--- src/rtl/wdt_sleep_ctrl.sv ---
// Watchdog timer and SLEEP/CLRWDT sequencer for the PIC16C57 core.
// It counts instruction cycles through an optional prescaler, freezes the
// core while asleep, requests a core reset on timeout and keeps the STATUS
// TO/PD bits.
module wdt_sleep_ctrl #(
  parameter int WDT_WIDTH  = 8,
  parameter int RST_CYCLES = 4,
  parameter int SLEEP_DIV  = 4
) (
  input  logic                 clk,
  input  logic                 rst,
  input  logic                 q4_tick,
  input  logic                 clrwdt_exec,
  input  logic                 sleep_exec,
  input  logic                 option_wr,
  input  logic [3:0]           option_in,
  input  logic                 wdt_en,
  output logic                 core_hold,
  output logic                 wdt_reset_req,
  output logic                 to_n,
  output logic                 pd_n,
  output logic [WDT_WIDTH-1:0] wdt_count
);

  localparam int DIV_W = (SLEEP_DIV > 1) ? $clog2(SLEEP_DIV) : 1;
  localparam int RC_W  = (RST_CYCLES > 1) ? $clog2(RST_CYCLES) : 1;
  localparam logic [DIV_W-1:0] DIV_LAST = DIV_W'(SLEEP_DIV - 1);
  localparam logic [RC_W-1:0]  RC_LAST  = RC_W'(RST_CYCLES - 1);

  typedef enum logic [1:0] {
    ST_RUN,
    ST_SLEEP,
    ST_RESET_REQ
  } state_e;

  state_e               state_q, state_d;
  logic [WDT_WIDTH-1:0] cnt_q, cnt_d;
  logic [7:0]           presc_q, presc_d;
  logic                 psa_q, psa_d;
  logic [2:0]           ps_q, ps_d;
  logic [DIV_W-1:0]     div_q, div_d;
  logic [RC_W-1:0]      rcnt_q, rcnt_d;
  logic                 to_n_q, to_n_d;
  logic                 pd_n_q, pd_n_d;

  // Datapath view of the counters before any FSM override.
  logic                 tick;
  logic                 cnt_inc;
  logic                 timeout;
  logic [7:0]           presc_mask;
  logic [7:0]           presc_tick;
  logic [WDT_WIDTH-1:0] cnt_tick;

  // State register: all control and counter state, cleared asynchronously.
  always_ff @(posedge clk or posedge rst) begin
    // NOTE: non-blocking assignments make every register update at the edge
    // from the old values, independent of statement order.
    if (rst) begin
      state_q <= ST_RUN;
      cnt_q   <= '0;
      presc_q <= '0;
      psa_q   <= 1'b1;
      ps_q    <= 3'b111;
      div_q   <= '0;
      rcnt_q  <= '0;
      to_n_q  <= 1'b1;
      pd_n_q  <= 1'b1;
    end else begin
      state_q <= state_d;
      cnt_q   <= cnt_d;
      presc_q <= presc_d;
      psa_q   <= psa_d;
      ps_q    <= ps_d;
      div_q   <= div_d;
      rcnt_q  <= rcnt_d;
      to_n_q  <= to_n_d;
      pd_n_q  <= pd_n_d;
    end
  end

  // Tick source selection and prescaler / base counter advance.
  always_comb begin
    // NOTE: every signal gets a default first so no latch can be inferred.
    tick       = 1'b0;
    cnt_inc    = 1'b0;
    presc_tick = presc_q;
    presc_mask = (8'd1 << ps_q) - 8'd1;
    unique case (state_q)
      ST_RUN:   tick = q4_tick;
      ST_SLEEP: tick = (div_q == DIV_LAST);
      default:  tick = 1'b0;
    endcase
    if (tick && wdt_en) begin
      if (psa_q) begin
        if (presc_q == presc_mask) begin
          presc_tick = '0;
          cnt_inc    = 1'b1;
        end else begin
          presc_tick = presc_q + 8'd1;
        end
      end else begin
        cnt_inc = 1'b1;
      end
    end
    cnt_tick = cnt_inc ? cnt_q + WDT_WIDTH'(1) : cnt_q;
    timeout  = cnt_inc && (&cnt_q);
  end

  // Next-state logic; in RUN: sleep > clrwdt > timeout, option_wr always applies.
  always_comb begin
    state_d = state_q;
    cnt_d   = cnt_tick;
    presc_d = presc_tick;
    psa_d   = psa_q;
    ps_d    = ps_q;
    div_d   = div_q;
    rcnt_d  = rcnt_q;
    to_n_d  = to_n_q;
    pd_n_d  = pd_n_q;
    unique case (state_q)
      ST_RUN: begin
        div_d  = '0;
        rcnt_d = '0;
        if (sleep_exec) begin
          state_d = ST_SLEEP;
          cnt_d   = '0;
          presc_d = '0;
          to_n_d  = 1'b1;
          pd_n_d  = 1'b0;
        end else if (clrwdt_exec) begin
          cnt_d   = '0;
          presc_d = '0;
          to_n_d  = 1'b1;
          pd_n_d  = 1'b1;
        end else if (timeout) begin
          state_d = ST_RESET_REQ;
          to_n_d  = 1'b0;
          pd_n_d  = 1'b1;
        end
        if (option_wr) begin
          psa_d   = option_in[3];
          ps_d    = option_in[2:0];
          presc_d = '0;
        end
      end
      ST_SLEEP: begin
        div_d = (div_q == DIV_LAST) ? '0 : div_q + DIV_W'(1);
        if (timeout) begin
          state_d = ST_RESET_REQ;
          div_d   = '0;
          rcnt_d  = '0;
          to_n_d  = 1'b0;
          pd_n_d  = 1'b0;
        end
      end
      ST_RESET_REQ: begin
        if (rcnt_q == RC_LAST) begin
          state_d = ST_RUN;
          cnt_d   = '0;
          presc_d = '0;
          rcnt_d  = '0;
        end else begin
          rcnt_d = rcnt_q + RC_W'(1);
        end
      end
      default: state_d = ST_RUN;
    endcase
  end

  // Outputs decode registered state only.
  always_comb begin
    core_hold     = (state_q == ST_SLEEP);
    wdt_reset_req = (state_q == ST_RESET_REQ);
    to_n          = to_n_q;
    pd_n          = pd_n_q;
    wdt_count     = cnt_q;
  end

endmodule

--- config.mk ---
export PLATFORM = sky130hd
export DESIGN_NAME = wdt_sleep_ctrl
export DESIGN_NICKNAME = d
export VERILOG_FILES = /design/src/rtl/wdt_sleep_ctrl.sv
export SDC_FILE = /design/constraint.sdc
export NUM_CORES = 1
export LEC_CHECK = 0
export BUFFER_PORTS_ARGS = -buffer_cell sky130_fd_sc_hd__buf_4
export CORE_ASPECT_RATIO = 0.6
export CORE_MARGIN = 4
export CORE_UTILIZATION = 35
export CTS_CLUSTER_SIZE = 24
export DETAILED_ROUTE_END_ITERATION = 16
export PLACE_DENSITY_LB_ADDON = 0.15
export SLEW_MARGIN = 10
export SYNTH_ARGS = -nofsm -noshare
export SYNTH_HDL_FRONTEND = slang
export SYNTH_SLANG_ARGS = --single-unit
--- constraint.sdc ---
create_clock -name clk -period 2.5 [get_ports clk]
set_input_delay 0.375 -clock clk [delete_from_list [all_inputs] [get_ports clk]]
set_output_delay 0.375 -clock clk [all_outputs]
set_load 0.03 [all_outputs]
## Yosys cells after proc, flatten, opt, wreduce, memory -nomap -nowiden

Index checks and enable logic that the tools add are counted.

- Word-level logic and storage cells: 71
- Input bits: 11
- Register bits after elaboration: 28
- Output and inout port bits: 12

- Add/subtract/negate cells: 5
- Reduce and logical (&&, ||, !) cells: 10
- Equal/unequal tests: 9
- Mux-type cells: 37
- Shift-type cells: 1

Operator list:

| cell | count |
|---|---|
| 2-to-1 mux 8 bit | 11 |
| case mux 8 bit (2 select lines) | 2 |
| adder 8 x 1 -> 8 bit, second input constant | 2 |
| 2-to-1 mux 2 bit | 8 |
| case mux 2 bit (3 select lines) | 2 |
| 2-to-1 mux 1 bit | 10 |
| == test 8 bit | 1 |
| AND reduction 8 bit | 1 |
| left shift 1 x 3 -> 8 bit, first input constant | 1 |
| subtractor 8 x 1 -> 8 bit, second input constant | 1 |
| == test 2 bit, second input constant | 3 |
| case mux 1 bit (2 select lines) | 3 |
| AND reduction 2 bit | 3 |
| adder 2 x 1 -> 2 bit, second input constant | 2 |
| inequality test 2 x 1 -> 1 bit, second input constant | 2 |
| inequality test 4 bit, second input constant | 1 |
| case mux 2 bit (2 select lines) | 1 |
| inequality test 3 bit, second input constant | 1 |
| AND reduction 3 bit | 1 |
| nonzero test 3 bit | 1 |
| == test 2 x 1 -> 1 bit, second input constant | 1 |
| logical AND 1 bit | 2 |
| logical NOT 2 bit | 1 |
| nonzero test 2 bit | 1 |

## Logic depth before layout (Yosys ltp)

Gate-level depths: netlist of the first run.

- Word-level depth: 11
- Depth in mapped cells: 8
- Depth with buffers taken out: 7

## Least setup slack after synthesis of the first run

Ideal clock, no wire load.

- Path kind: reg-to-reg
- From: reg ps_q[0]
- To: reg rcnt_q[1]
- Clock period less this slack: 2020 ps
- Arrival time: 1898 ps
- Path slack: 480 ps
- Data required time: 2378 ps
- Path buffers: 2
- Cell stages (with the launch flop): 9
- Setup time: 122 ps
- Cell sequence: dfstp_2 -> buf_2 -> or4_1 -> nor2_1 -> o311a_2 -> a31o_2 -> buf_4 -> nand2_2 -> a32o_1

- Cells in the longest elaborated chain, start to end: 9

Ends and longest elaborated chain:

| what | RTL line | text |
|---|---|---|
| start: declaration | 40 | `logic [2:0] ps_q, ps_d;` |
| start signal: assignment | 73 | `ps_q <= ps_d;` |
| left shift 1 x 3 -> 8 bit | 87 | `presc_mask = (8'd1 << ps_q) - 8'd1;` |
| subtractor 8 x 1 -> 8 bit | 87 |  |
| == test 8 bit | 95 | `if (presc_q == presc_mask) begin` |
| 2-to-1 mux 1 bit | 95 |  |
| 2-to-1 mux 1 bit | 94 | `if (psa_q) begin` |
| 2-to-1 mux 1 bit | 93 | `if (tick && wdt_en) begin` |
| logical AND 1 bit | 106 | `timeout = cnt_inc && (&cnt_q);` |
| inequality test 2 x 1 -> 1 bit (no line) | - |  |
| AND reduction 2 bit (no line) | - |  |
| end signal: assignment | 75 | `rcnt_q <= rcnt_d;` |
| end: declaration | 42 | `logic [RC_W-1:0] rcnt_q, rcnt_d;` |

Every way passes these cells.
A chain may end at the register's enable or synchronous reset.

## Worst setup path after layout of the first run

- From: reg state_q[0]
- To: reg cnt_q[6], in the netlist wdt_count[6]

- Cells in the longest elaborated chain, start to end: 8
- Elaborated cells on any way between the ends: 11
- Classes of those cells: eq/ne (2); mux (7); reduce/logical (2)

Ends and longest elaborated chain:

| what | RTL line | text |
|---|---|---|
| start: declaration | 36 | `state_e state_q, state_d;` |
| start signal: assignment | 69 | `state_q <= state_d;` |
| == test 2 x 1 -> 1 bit or logical NOT 2 bit (tied branches) | 88, 120 |  |
| case mux 1 bit (2 select lines) | 88 | `unique case (state_q)` |
| logical AND 1 bit | 93 |  |
| 2-to-1 mux 1 bit | 93 |  |
| 2-to-1 mux 8 bit | 105 | `cnt_tick = cnt_inc ? cnt_q + WDT_WIDTH'(1) : cnt_q;` |
| 2-to-1 mux 8 bit | 130 | `end else if (clrwdt_exec) begin` |
| 2-to-1 mux 8 bit | 124 | `if (sleep_exec) begin` |
| case mux 8 bit (2 select lines) (*) | 120 | `unique case (state_q)` |
| net cnt_d[6] | 37 | `logic [WDT_WIDTH-1:0] cnt_q, cnt_d;` |
| end signal: assignment | 70 | `cnt_q <= cnt_d;` |
| end: declaration | 37 |  |

Mark *: on every way through the listed nets, which the timed path passes. The rest lies on a longest branch.

==> flow_summary_export.csv, run 1 <==
group,metric,value,unit
drt,drt_iter0_drc,65,
sta,rsz0062_at_grt,"false",
hold_path,min_path_type,"input port to asynchronous set/reset pin",
power_and_ir_drop,p_per_area,686,mW/mm^2
floorplan,start_util,0.378,
finish,area_delta_synth_final,17.3,%
cts,numCtsBuffers,3,
outcome,status,"complete, no violations",
drt,dr_wl_met3,184,um
drt,num_vias,1332,
cts,htreeDepth,1,
sta,fin_skew,0.00560,ns
logic_synthesis,ys_ff_latch,28,
drt,via_per_inst,5.24,
placed_design,dpl_cell_area,0.00185,mm^2
drt,dr_wl_met2,1510,um
logic_synthesis,synth_fp_nets,187,
sta,setup_tns,0,ns
floorplan,core_area,0.00430,mm^2
cts,cts_hold_buf,0,
sta,fin_crit,2.21,ns
placed_design,dp_cells,250,
logic_synthesis,synth_edf_count,0,
sta,setup_viol,0,
cts,worstSkewPairLatency,0.27,ns
cts,cts_tree,"done",
worst_setup_path,r2r_slack,0.29,ns
cts,postCtsSetupRepairBufs,0,
drt,drc,0,
worst_setup_path,required,2.67,ns
worst_setup_path,r2r_cells,6,
sta,clock.fmax,452,MHz
global_routing,grt_pass1_vias,1271,
logic_synthesis,avgSynthCellArea,9.46,um^2
global_routing,grt_max_degree,29,
floorplan,rows,18,
global_routing,grt_antenna_before_repair,0,
worst_setup_path,path_cells,"mux2i_1 > nor3b_1 > nor2b_1 > a31o_2 > nand4_1 > mux2_2",
cts,clock_sinks,28,
flow_run,drv_cap,0,
worst_setup_path,worstSetupPathDepth,6,
power_and_ir_drop,leakagePower,0.876,nW
sta,worstMarginPinSlew,0.555,ns
drt,ant_nets,0,
placed_design,port_buffers,22,
worst_setup_path,critical-path-top-delay-family,"simple AND/OR/NAND/NOR gates",
sta,fin_hold_ws,0.176,ns
global_routing,grt_pass1_wl,6180,um
worst_setup_path,cp_max_fo,13,
worst_setup_path,rr_endpoint,"wdt_count[6]$_DFF_PP0_",
sta,relSlewSlack,0.620,
finish,layout_common_cells,"buf_4, dfrtp_1, nor2_1",
worst_setup_path,critical_path_arrival,2.38,ns
logic_synthesis,synth_warnings,0,
worst_setup_path,path_buf_inv,0,
placed_design,dp_hpwl,2680,um
floorplan,chipWidth,96.0,um
sta,fin_crit_sh,0.885,
placed_design,dp_slack,0.292,ns
drt,drt-total-wl,3670,um
finish,finish.cell_count_without_fillers,254,
worst_setup_path,endpoint_kind,"flop",
finish,diodes,0,
logic_synthesis,synth.distinct_cells,50,
floorplan,dieArea,0.00584,mm^2
drt,drtPass1Iterations,4,
worst_setup_path,critPathSlowestCell,"dfrtp_1",
cts,cts_root_buf,"clkbuf_8",
logic_synthesis,synth_area,0.00163,mm^2
worst_setup_path,worstSetupPathType,"flop to flop",
power_and_ir_drop,irDropWorstVdd,397,uV
cts,cts_resized,0,
drt,wl_met1,1950,um
worst_setup_path,timing.rr.start,"state_q[0]$_DFFE_PP0P_",
global_routing,grt_usage,0.137,
finish,stdcell_area,0.00191,mm^2
logic_synthesis,synth-main-ff-cell,"dfrtp_1",
floorplan,pin_count,23,
finish,drive_above_1_share,0.247,
floorplan,chipHeight,60.8,um
finish,layout.cells.most_common,"buf_4",
drt,routedWlPerCell,14.4,um
drt,top_layer,"met4",
logic_synthesis,syn_inst,172,
worst_setup_path,critPathLaunch,"state_q[0]$_DFFE_PP0P_",
logic_synthesis,synthArstFlopShare,1.00,
finish,layout.nets,210,
logic_synthesis,synth_seq_area_share,0.435,
sta,hold_viol,0,
placed_design,place_congestion,0.778,
cts,ctsLongestPathBuffers,2,
sta,setup_ws,0.288,ns
sta,maxSlewViolCount,0,
global_routing,overflow,0,
worst_setup_path,max_stage_delay,0.60,ns
worst_setup_path,startpoint_type,"flop",
cts,clk_pin_slew,0.10,ns
## worst max path at each step
stage | endpoint | slack [ns]
detailed placement | wdt_count[6]$_DFF_PP0_ | 0.29
global placement | wdt_count[6]$_DFF_PP0_ | 0.33
global route | rcnt_q[1]$_DFFE_PP0P_ | 0.05
CTS | div_q[0]$_DFFE_PP0N_ | 0.28
floorplan | rcnt_q[1]$_DFFE_PP0P_ | 0.48
finish | wdt_count[6]$_DFF_PP0_ | 0.29
## worst min-delay path, cell delays in order
cell and delay (ns):
buf_4 0.11, inv_1 0.04, buf_4 0.34
## registers in the layout, summed over array words and instances (netlist names)
signal     count
div_q          2
pd_n           1
presc_q        8
ps_q           3
psa_q          1
rcnt_q         2
state_q        2
to_n           1
wdt_count      8
## where the power goes
| part | internal (mW) | leakage, nW | total (mW) | switching (mW) |
|---|---|---|---|---|
| combinational | 0.185 | 0.493 | 0.396 | 0.210 |
| sequential | 0.531 | 0.355 | 0.634 | 0.103 |
| clock | 0.141 | 0.0288 | 0.281 | 0.139 |
| total | 0.857 | 0.876 | 1.31 | 0.453 |
## cells in the mapped netlist, drive strengths merged (2+ instances only)
| master | n | share of area |
|---|---|---|
| buf | 4 | 0.018 |
| nor2 | 20 | 0.046 |
| nand2b | 2 | 0.0077 |
| or4 | 2 | 0.0092 |
| mux2 | 5 | 0.035 |
| nand3 | 5 | 0.015 |
| a31oi | 2 | 0.017 |
| dfstp | 6 | 0.097 |
| nor2b | 6 | 0.023 |
| nand4 | 4 | 0.015 |
| and3b | 2 | 0.011 |
| clkbuf | 4 | 0.0092 |
| xor2 | 4 | 0.022 |
| xnor2 | 4 | 0.022 |
| a21oi | 9 | 0.028 |
| o21a | 2 | 0.0092 |
| ha | 4 | 0.031 |
| inv | 9 | 0.021 |
| nand2 | 14 | 0.034 |
| nor3b | 2 | 0.0092 |
| dfrtp | 22 | 0.34 |
| a32o | 2 | 0.012 |
| and3 | 2 | 0.0077 |
| or3 | 2 | 0.0077 |
| o22ai | 2 | 0.0077 |
| o21ai | 7 | 0.022 |
| a31o | 2 | 0.011 |
| nor3 | 5 | 0.015 |
## through the flow
step / utilization / total power [mW]
2_1_floorplan: - / 0.912
3_3_place_gp: 0.431 / 1.02
3_5_place_dp: 0.431 / 1.04
4_1_cts: 0.444 / 1.33
5_1_grt: 0.444 / 1.42
6_report: 0.444 / 1.31
## layout make-up
cell class	count	area, um^2
multi-input combinational	127	841
tap	60	75.1
sequential	28	708
inverter	9	33.8
clock buffer	4	55.1
timing repair buffer	26	195
fill	414	2390
## per-layer routing
layer,GRT usage,vias to the layer above
met3,0.0384,2
met2,0.207,36
met4,0.0182,0
met5,0,-
met1,0.201,634
li1,-,660
## cells by family after synthesis
kind of cell | after synthesis | synth area share
xor gates and xnor gates | 8 | 0.0431
AOI/OAI and AO/OA | 40 | 0.185
and+or+nand+nor | 69 | 0.217
DFF | 28 | 0.435
adders and majority gates | 4 | 0.0308
buffers and inverters | 17 | 0.0477
muxes | 6 | 0.0408
No activity file was read; power rests on OpenSTA's default activity.
==> inputs of run 2 (changes only) <==
CORE_UTILIZATION = 45   (was 35)
==> run 2 against run 1 <==
Sequential share of layout area up 0.37 points. Die area shrank 20%. Fmax up 2.4%. Design area shrank 0.98%. Non-clock buffer count did not move. Clock power shrank 2%. Via count decreased by 1.1%. Largest cell class unchanged. Largest power group unchanged.
==> flow_summary_export.csv, run 2 (synthesis results as in run 1) <==
group,metric,value,unit
outcome,status,"complete, no violations",
placed_design,port_buffers,22,
sta,fin_hold_ws,0.174,ns
cts,cts_root_buf,"clkbuf_8",
placed_design,dp_hpwl,2540,um
worst_setup_path,cp_max_fo,11,
global_routing,grt_usage,0.167,
finish,drive_above_1_share,0.247,
floorplan,rows,16,
worst_setup_path,required,2.67,ns
global_routing,grt_antenna_before_repair,0,
drt,drtPass1Iterations,4,
worst_setup_path,endpoint_kind,"flop",
finish,layout_common_cells,"buf_4, dfrtp_1, nor2_1",
finish,fillers,280,
power_and_ir_drop,power,1.30,mW
worst_setup_path,max_stage_delay,0.53,ns
flow_run,drv_cap,0,
sta,setup_ws,0.339,ns
finish,layout.nets,210,
sta,setup_tns,0,ns
drt,drc,0,
drt,num_vias,1318,
drt,via_per_inst,5.51,
hold_path,min_path_type,"input port to asynchronous set/reset pin",
global_routing,grt_max_degree,29,
power_and_ir_drop,irDropWorstVdd,391,uV
finish,layout.cells.most_common,"buf_4",
sta,maxSlewViolCount,0,
cts,ctsLongestPathBuffers,2,
cts,postCtsSetupRepairBufs,0,
floorplan,pin_count,23,
cts,clock_sinks,28,
floorplan,chipWidth,85.6,um
sta,clock.fmax,463,MHz
worst_setup_path,startpoint_type,"flop",
cts,cts_hold_buf,0,
drt,drt-total-wl,3430,um
sta,setup_viol,0,
finish,area_delta_synth_final,16.2,%
worst_setup_path,critPathSlowestCell,"a2111oi_0",
cts,cts_resized,0,
global_routing,overflow,0,
power_and_ir_drop,leakagePower,0.876,nW
floorplan,core_area,0.00336,mm^2
drt,drt_iter0_drc,94,
floorplan,chipHeight,54.6,um
worst_setup_path,path_cells,"inv_1 > a2111oi_0 > o21a_1 > a31o_2 > nand4_1 > mux2_2",
cts,numCtsBuffers,3,
drt,routedWlPerCell,14.4,um
worst_setup_path,critical-path-top-delay-family,"compound AO/OA/AOI/OAI gates",
placed_design,dp_slack,0.356,ns
sta,fin_crit_sh,0.864,
cts,cts_tree,"done",
global_routing,grt_pass1_vias,1266,
worst_setup_path,worstSetupPathType,"flop to flop",
drt,ant_nets,0,
cts,htreeDepth,1,
floorplan,dieArea,0.00467,mm^2
sta,fin_skew,0.0135,ns
sta,hold_viol,0,
global_routing,grt_pass1_wl,6010,um
finish,diodes,0,
cts,clk_pin_slew,0.10,ns
sta,worstMarginPinSlew,0.542,ns
power_and_ir_drop,p_per_area,685,mW/mm^2
placed_design,place_congestion,0.882,
sta,relSlewSlack,0.630,
cts,worstSkewPairLatency,0.28,ns
sta,rsz0062_at_grt,"false",
worst_setup_path,path_buf_inv,1,
worst_setup_path,critical_path_arrival,2.33,ns
floorplan,start_util,0.484,
sta,fin_crit,2.16,ns
==> run 2: cell counts in the layout (fill, tap and decap cells not counted) <==
No cell type changed its count.
==> run 2: routing by layer <==
layer | global-route usage | vias to the layer above | part of all wire
li1 | - | 665 | -
met1 | 0.240 | 609 | 0.52
met2 | 0.249 | 40 | 0.41
met3 | 0.0481 | 4 | 0.069
met4 | 0.0395 | 0 | 0.0064
met5 | 0 | - | 0
==> run 2: final timing paths <==
check,start,end,slack (ns),cells past startpoint
worst max-delay path,presc_q[1]$_DFF_PP0_,wdt_count[6]$_DFF_PP0_,0.34,6
worst min-delay path,rst,wdt_count[7]$_DFF_PP0_,0.17,3
worst max register to register,presc_q[1]$_DFF_PP0_,wdt_count[6]$_DFF_PP0_,0.34,6
worst min register to register,div_q[1]$_DFFE_PP0N_,div_q[1]$_DFFE_PP0N_,0.49,2
max in group asynchronous,rst,ps_q[0]$_DFFE_PP1P_,2.01,3
min in group clk,option_in[3],psa_q$_DFFE_PP1P_,0.34,2
==> run 2: final cells by class <==
| cell class | instances | area (um^2) | share of cell area |
|---|---|---|---|
| Timing Repair Buffer | 26 | 195 | 0.103 |
| Tap cell | 45 | 56.3 | 0.0298 |
| Multi-Input combinational cell | 127 | 841 | 0.445 |
| Clock buffer | 4 | 55.1 | 0.0291 |
| Sequential cell | 28 | 708 | 0.375 |
| Inverter | 9 | 33.8 | 0.0179 |
==> run 2: report_power, final <==
group / leakage (nW) / switching [mW] / total (mW) / internal, mW
Clock: 0.0288 / 0.133 / 0.274 / 0.141
Sequential: 0.355 / 0.101 / 0.632 / 0.531
Combinational: 0.493 / 0.208 / 0.390 / 0.181
==> run 2: per-stage QoR <==
stage / cell area (um^2) / instances / util
3_5_place_dp: 1830 / 235 / 0.545
4_1_cts: 1890 / 239 / 0.562
6_report: 1890 / 239 / 0.562
2_1_floorplan: 1630 / 172 / -
5_1_grt: 1890 / 239 / 0.562
3_3_place_gp: 1830 / 235 / 0.545
==> run 2: worst reg2reg max path, delay by kind of cell, from the launching register on <==
kind	cells	cell delay (ns)
AND/OR/NAND/NOR	1	0.14
flip-flops	1	0.46
AO/OA/AOI/OAI	3	1.12
buffers and inverters	1	0.06
multiplexers	1	0.28
